**config.mk**
```make
export PLATFORM = sky130hd
export DESIGN_NAME = plot_sink
export DESIGN_NICKNAME = d
export VERILOG_FILES = /design/src/rtl/plot_sink.sv
export SDC_FILE = /design/constraint.sdc
export NUM_CORES = 1
export LEC_CHECK = 0
export BUFFER_PORTS_ARGS = -buffer_cell sky130_fd_sc_hd__buf_2
export CORE_ASPECT_RATIO = 1.25
export CORE_UTILIZATION = 56
export CTS_BUF_LIST = sky130_fd_sc_hd__clkbuf_2
export CTS_CLUSTER_DIAMETER = 150
export CTS_CLUSTER_SIZE = 25
export DETAILED_ROUTE_END_ITERATION = 6
export PLACE_DENSITY = 0.78
export SLEW_MARGIN = 15
export SYNTH_ARGS = -nofsm -noshare
export SYNTH_HDL_FRONTEND = slang
export SYNTH_SLANG_ARGS = --single-unit
```
**constraint.sdc**
```tcl
create_clock -name clk -period 2.75 [get_ports clk]
set_input_delay 0.1375 -clock clk [delete_from_list [all_inputs] [get_ports clk]]
set_output_delay 0.1375 -clock clk [all_outputs]
set_load 0.005 [all_outputs]
```
**src/rtl/plot_sink.sv**
```systemverilog
// rtl/plot_sink.sv - pixel plot FIFO draining into a framebuffer write port
//
// Purpose: accepts one pixel per cycle from a plot source with no back-pressure,
// clips off-screen pixels, queues on-screen pixels in a small FIFO and presents
// them one at a time as registered framebuffer writes with a ready handshake.
//
// Ports:
//   clk, resetn         clock, asynchronous active-low reset
//   x, y, colour, plot  pixel from the plot source (plot = one pixel this cycle)
//   clr                 synchronous clear of overflow and drop_count
//   fb_addr, fb_data    registered framebuffer write address (y*WIDTH+x) and colour
//   fb_we, fb_ready     write request / framebuffer accepts this cycle
//   full, busy          FIFO full / any pixel still queued or being written
//   overflow            sticky: an on-screen pixel was lost to a full FIFO
//   drop_count          saturating count of clipped or overflowed pixels
module plot_sink #(
  parameter int WIDTH  = 160,
  parameter int HEIGHT = 120,
  parameter int DEPTH  = 8
) (
  input  logic        clk,
  input  logic        resetn,
  input  logic [7:0]  x,
  input  logic [6:0]  y,
  input  logic [2:0]  colour,
  input  logic        plot,
  input  logic        clr,
  output logic [14:0] fb_addr,
  output logic [2:0]  fb_data,
  output logic        fb_we,
  input  logic        fb_ready,
  output logic        full,
  output logic        busy,
  output logic        overflow,
  output logic [7:0]  drop_count
);

  localparam int          AW        = $clog2(DEPTH);
  localparam logic [AW:0] LP_DEPTH  = DEPTH[AW:0];
  localparam logic [8:0]  LP_WIDTH  = WIDTH[8:0];
  localparam logic [7:0]  LP_HEIGHT = HEIGHT[7:0];

  typedef enum logic {
    S_EMPTY = 1'b0,
    S_HOLD  = 1'b1
  } state_t;

  state_t        r_state;
  state_t        w_state_nxt;

  // Each entry stores the already-computed word address plus colour.
  logic [17:0]   r_mem [DEPTH];
  logic [AW-1:0] r_wptr;
  logic [AW-1:0] r_rptr;
  logic [AW:0]   r_count;
  logic [14:0]   r_addr;
  logic [2:0]    r_data;
  logic          r_overflow;
  logic [7:0]    r_drop;

  logic          w_in_range;
  logic          w_full;
  logic          w_empty;
  logic          w_push;
  logic          w_pop;
  logic          w_drop;
  logic          w_ovf;
  logic [14:0]   w_pix_addr;
  logic [17:0]   w_head;

  assign w_in_range = ({1'b0, x} < LP_WIDTH) && ({1'b0, y} < LP_HEIGHT);
  assign w_full     = (r_count == LP_DEPTH);
  assign w_empty    = (r_count == '0);
  // Full is judged before the edge, so a pop on the same edge does not save
  // an incoming pixel.
  assign w_push     = plot & w_in_range & ~w_full;
  assign w_ovf      = plot & w_in_range & w_full;
  assign w_drop     = plot & (~w_in_range | w_full);
  assign w_head     = r_mem[r_rptr];

  generate
    if (WIDTH == 160) begin : g_addr_shift
      // 160 = 128 + 32
      assign w_pix_addr = ({8'd0, y} << 7) + ({8'd0, y} << 5) + {7'd0, x};
    end else begin : g_addr_mul
      localparam logic [14:0] LP_STRIDE = WIDTH[14:0];
      assign w_pix_addr = ({8'd0, y} * LP_STRIDE) + {7'd0, x};
    end
  endgenerate

  // Output stage: EMPTY loads the head as soon as one exists; HOLD keeps the
  // registered write stable until fb_ready, then reloads back-to-back.
  always_comb begin
    w_state_nxt = r_state;
    w_pop       = 1'b0;
    case (r_state)
      S_EMPTY: begin
        if (!w_empty) begin
          w_pop       = 1'b1;
          w_state_nxt = S_HOLD;
        end
      end
      S_HOLD: begin
        if (fb_ready) begin
          if (!w_empty) begin
            w_pop = 1'b1;
          end else begin
            w_state_nxt = S_EMPTY;
          end
        end
      end
      default: w_state_nxt = S_EMPTY;
    endcase
  end

  always_ff @(posedge clk or negedge resetn) begin
    if (!resetn) begin
      r_state <= S_EMPTY;
    end else begin
      r_state <= w_state_nxt;
    end
  end

  always_ff @(posedge clk or negedge resetn) begin
    if (!resetn) begin
      r_addr <= '0;
      r_data <= '0;
    end else if (w_pop) begin
      r_addr <= w_head[17:3];
      r_data <= w_head[2:0];
    end
  end

  // Storage needs no reset: pointers and count define what is valid.
  always_ff @(posedge clk) begin
    if (w_push) begin
      r_mem[r_wptr] <= {w_pix_addr, colour};
    end
  end

  always_ff @(posedge clk or negedge resetn) begin
    if (!resetn) begin
      r_wptr  <= '0;
      r_rptr  <= '0;
      r_count <= '0;
    end else begin
      if (w_push) begin
        r_wptr <= r_wptr + 1'b1;
      end
      if (w_pop) begin
        r_rptr <= r_rptr + 1'b1;
      end
      case ({w_push, w_pop})
        2'b10:   r_count <= r_count + 1'b1;
        2'b01:   r_count <= r_count - 1'b1;
        default: r_count <= r_count;
      endcase
    end
  end

  // clr takes priority over a drop on the same edge.
  always_ff @(posedge clk or negedge resetn) begin
    if (!resetn) begin
      r_overflow <= 1'b0;
      r_drop     <= '0;
    end else if (clr) begin
      r_overflow <= 1'b0;
      r_drop     <= '0;
    end else begin
      if (w_ovf) begin
        r_overflow <= 1'b1;
      end
      if (w_drop && (r_drop != 8'hFF)) begin
        r_drop <= r_drop + 1'b1;
      end
    end
  end

  assign fb_addr    = r_addr;
  assign fb_data    = r_data;
  assign fb_we      = (r_state == S_HOLD);
  assign full       = w_full;
  assign busy       = ~w_empty | fb_we;
  assign overflow   = r_overflow;
  assign drop_count = r_drop;

endmodule

```
==> results.yml <==
timing:
  finalCritPeriodShare_pct: 93.6
  whs_ns: 0.0871
  fin_skew_ns: 0.0294
  min_period_ns: 2.57
  finalSetupViolCount: 0
  hold_violations: 0
  clock.fmax_ghz: 0.388
  slew_violations: 0
  tightestPinTransition_ns: 0.983
  setup_tns_ns: 0
  maxSlewHeadroom_pct: 34.5
  rsz0062_at_grt: "false"
worst_hold_path:
  hold_class: "in2async"
pwr:
  power_mw: 7.30
  p_per_area_nw_per_um2: 852
  vdd_drop_max_v: 0.000621
  p_leak_nw: 3.13
logic_synthesis:
  synth_area_leaders: "edfxtp_1 57%, dfrtp_1 13%, mux4_2 11%, ha_1 3.1%, mux2i_1 2.5%"
  yosys.area.top_type_share_pct: 57.1
  synth-seq-cells: 182
  synth_edf_count: 144
  synthFlopType: "edfxtp_1"
  synth.distinct_cells: 42
  yosysTopAreaCell: "edfxtp_1"
  synth_most_common_cell: "edfxtp_1"
  synth_common_cells: "144 x edfxtp_1, 38 x dfrtp_1, 36 x mux4_2"
  ys_seq_area_share_pct: 69.7
  synthCells: 435
  avgSynthCellArea_sq_um: 17.4
  netlist_area_sq_um: 7570
  synth_warnings: 0
  synthArstFlopShare_pct: 20.9
  syn-num-nets: 479
routing:
  viasPerCell: 5.83
  dr.pass1.iters: 5
  ant_nets: 0
  dr_total_vias: 4151
  first_iter_violations: 359
  wl_per_cell_um: 20.3
  routed_wl_um: 14500
  drcViolationCount: 0
die:
  dieHeight_um: 132
  initial_utilization_pct: 57.2
  die_area_sq_um: 14000
  io_pins: 53
  fp.dieW_um: 106
  core.rowCount: 47
  core_sq_um: 13200
placed_design:
  hpwl_um: 8830
  portBuffers: 52
  finalWeightedCongestion: 0.844
clocking:
  cts_root_buf: "clkbuf_2"
  cts_tree: "yes"
  cts.path.max_buffers: 2
  cts.repair.resized: 0
  h-tree-depth: 4
  cts_made_buffers: 17
  clkTransAtPathRegs_ns: 0.26
  clk_latency_ns: 0.71
  cts_sinks: 182
setup_path:
  worstPathArrival_ns: 3.25
  required_ns: 3.43
  crit_buf_inv: 1
  crit_family: "simple AND/OR/NAND/NOR gates"
  critPathMaxStageDelay_ns: 0.57
  cp_cell_sequence: "nor4b_4 -> and3b_1 -> or4_1 -> a21oi_1 -> dlygate4sd3_1"
  critical_path.max_fanout: 11
  crit_slowest_cell: "dlygate4sd3_1"
  end_kind: "flip-flop"
  startpoint_type: "flip-flop"
  critPathKind: "reg2reg"
finish:
  fin_nets: 571
  syn_to_final_growth_pct: 13.1
  layout-drive-gt1-share_pct: 28.0
outcome:
  status: "finished, final reports clean"
grt:
  grt_overflow_total: 0
  grt_pass1_vias: 4201
  antenna_found_initial: 1
  grt_max_degree: 39
  grtUsageTotal_pct: 22.6
  grt_pass1_wl_um: 22900
run:
  drv_cap: 0
registers in the layout, summed over array words and instances, names as in the netlist:
register and flops:
r_mem 144, fb_addr 15, drop_count 8, r_count 4
fb_data 3, r_rptr 3, r_wptr 3, fb_we 1
overflow 1
power by group:
part | switching, mW | internal [mW]
combinational | 1.08 | 1.15
clock | 0.922 | 0.359
sequential | 0.327 | 3.45
total | 2.33 | 4.96
metal layers:
layer | share of wire [%] | GRT usage, % | up-vias
met5 | 0 | 0 | -
met4 | 0.85 | 7.18 | 0
met3 | 4.5 | 5.29 | 8
met2 | 55 | 38.7 | 126
met1 | 40 | 28.6 | 2129
li1 | - | - | 1888
timing repair:
item / 4_1_cts / 5_1_grt
endpoints found under the hold margin: 144 / 0
endpoints found under the setup margin: 0 / 0
hold buffers: 19 / 0
setup buffers: 0 / 0
cells in the final DEF, fill, tap and decap left out, types with 4 or more instances in the layout:
cell and n:
dlygate4sd3_1 19, o21ai_0 8, nand4_1 5, mux2_2 6, edfxtp_1 144, xor2_1 6
dfrtp_1 37, buf_2 52, o31ai_1 4, buf_4 18, ha_1 19, nor2_1 33
mux2i_1 19, nor4_1 5, mux4_2 36, inv_1 15, clkbuf_2 18, nor2b_1 4
xnor2_1 6, nand2b_1 5, a21oi_1 27, nand2_1 8
area by class of cell:
class | count | area (sq um)
Sequential cell | 182 | 5280
Multi-Input combinational cell | 221 | 2180
Inverter | 15 | 56.3
Timing Repair Buffer | 90 | 606
Antenna cell | 1 | 2.50
Clock inverter | 14 | 143
Tap cell | 171 | 214
Clock buffer | 18 | 90.1
Fill cell | 913 | 4670
kinds of logic (layout without fill, tap and decap cells):
| group | Yosys count | in the layout | share of synthesized area (%) |
|---|---|---|---|
| AO/OA/AOI/OAI | 51 | 51 | 3.88 |
| XOR/XNOR | 12 | 12 | 1.39 |
| adder cells (fa/ha/maj) | 21 | 21 | 3.67 |
| buffers and inverters | 32 | 137 | 1.87 |
| flip-flops | 182 | 182 | 69.7 |
| multiplexers | 61 | 61 | 14.1 |
| other | 0 | 1 | 0 |
| AND/OR/NAND/NOR | 76 | 76 | 5.44 |
worst paths after layout:
kind / from / to / slack (ns) / cells after the start
hold / removal: resetn / drop_count[1] / 0.09 / 2
min in group clk: y[0] / r_mem[0][9] / 0.09 / 3
setup / recovery: r_count[1] / drop_count[3] / 0.18 / 5
hold reg to reg: r_count[3] / r_count[3] / 0.54 / 1
setup reg to reg: r_count[1] / drop_count[3] / 0.18 / 5
max in group asynchronous: resetn / r_rptr[0] / 1.99 / 2
metrics by stage:
| step | setup WS (ns) | cells | util (%) | area, sq um |
|---|---|---|---|---|
| after floorplan | 0.0948 | 435 | - | 7580 |
| after global placement | 0.403 | 660 | 61.5 | 8140 |
| after detailed placement | 0.310 | 660 | 61.5 | 8140 |
| after CTS | 0.246 | 711 | 64.7 | 8560 |
| after global routing | 0.0879 | 712 | 64.7 | 8570 |
| final | 0.175 | 712 | 64.7 | 8570 |
Power figures use the tool's default switching activity.
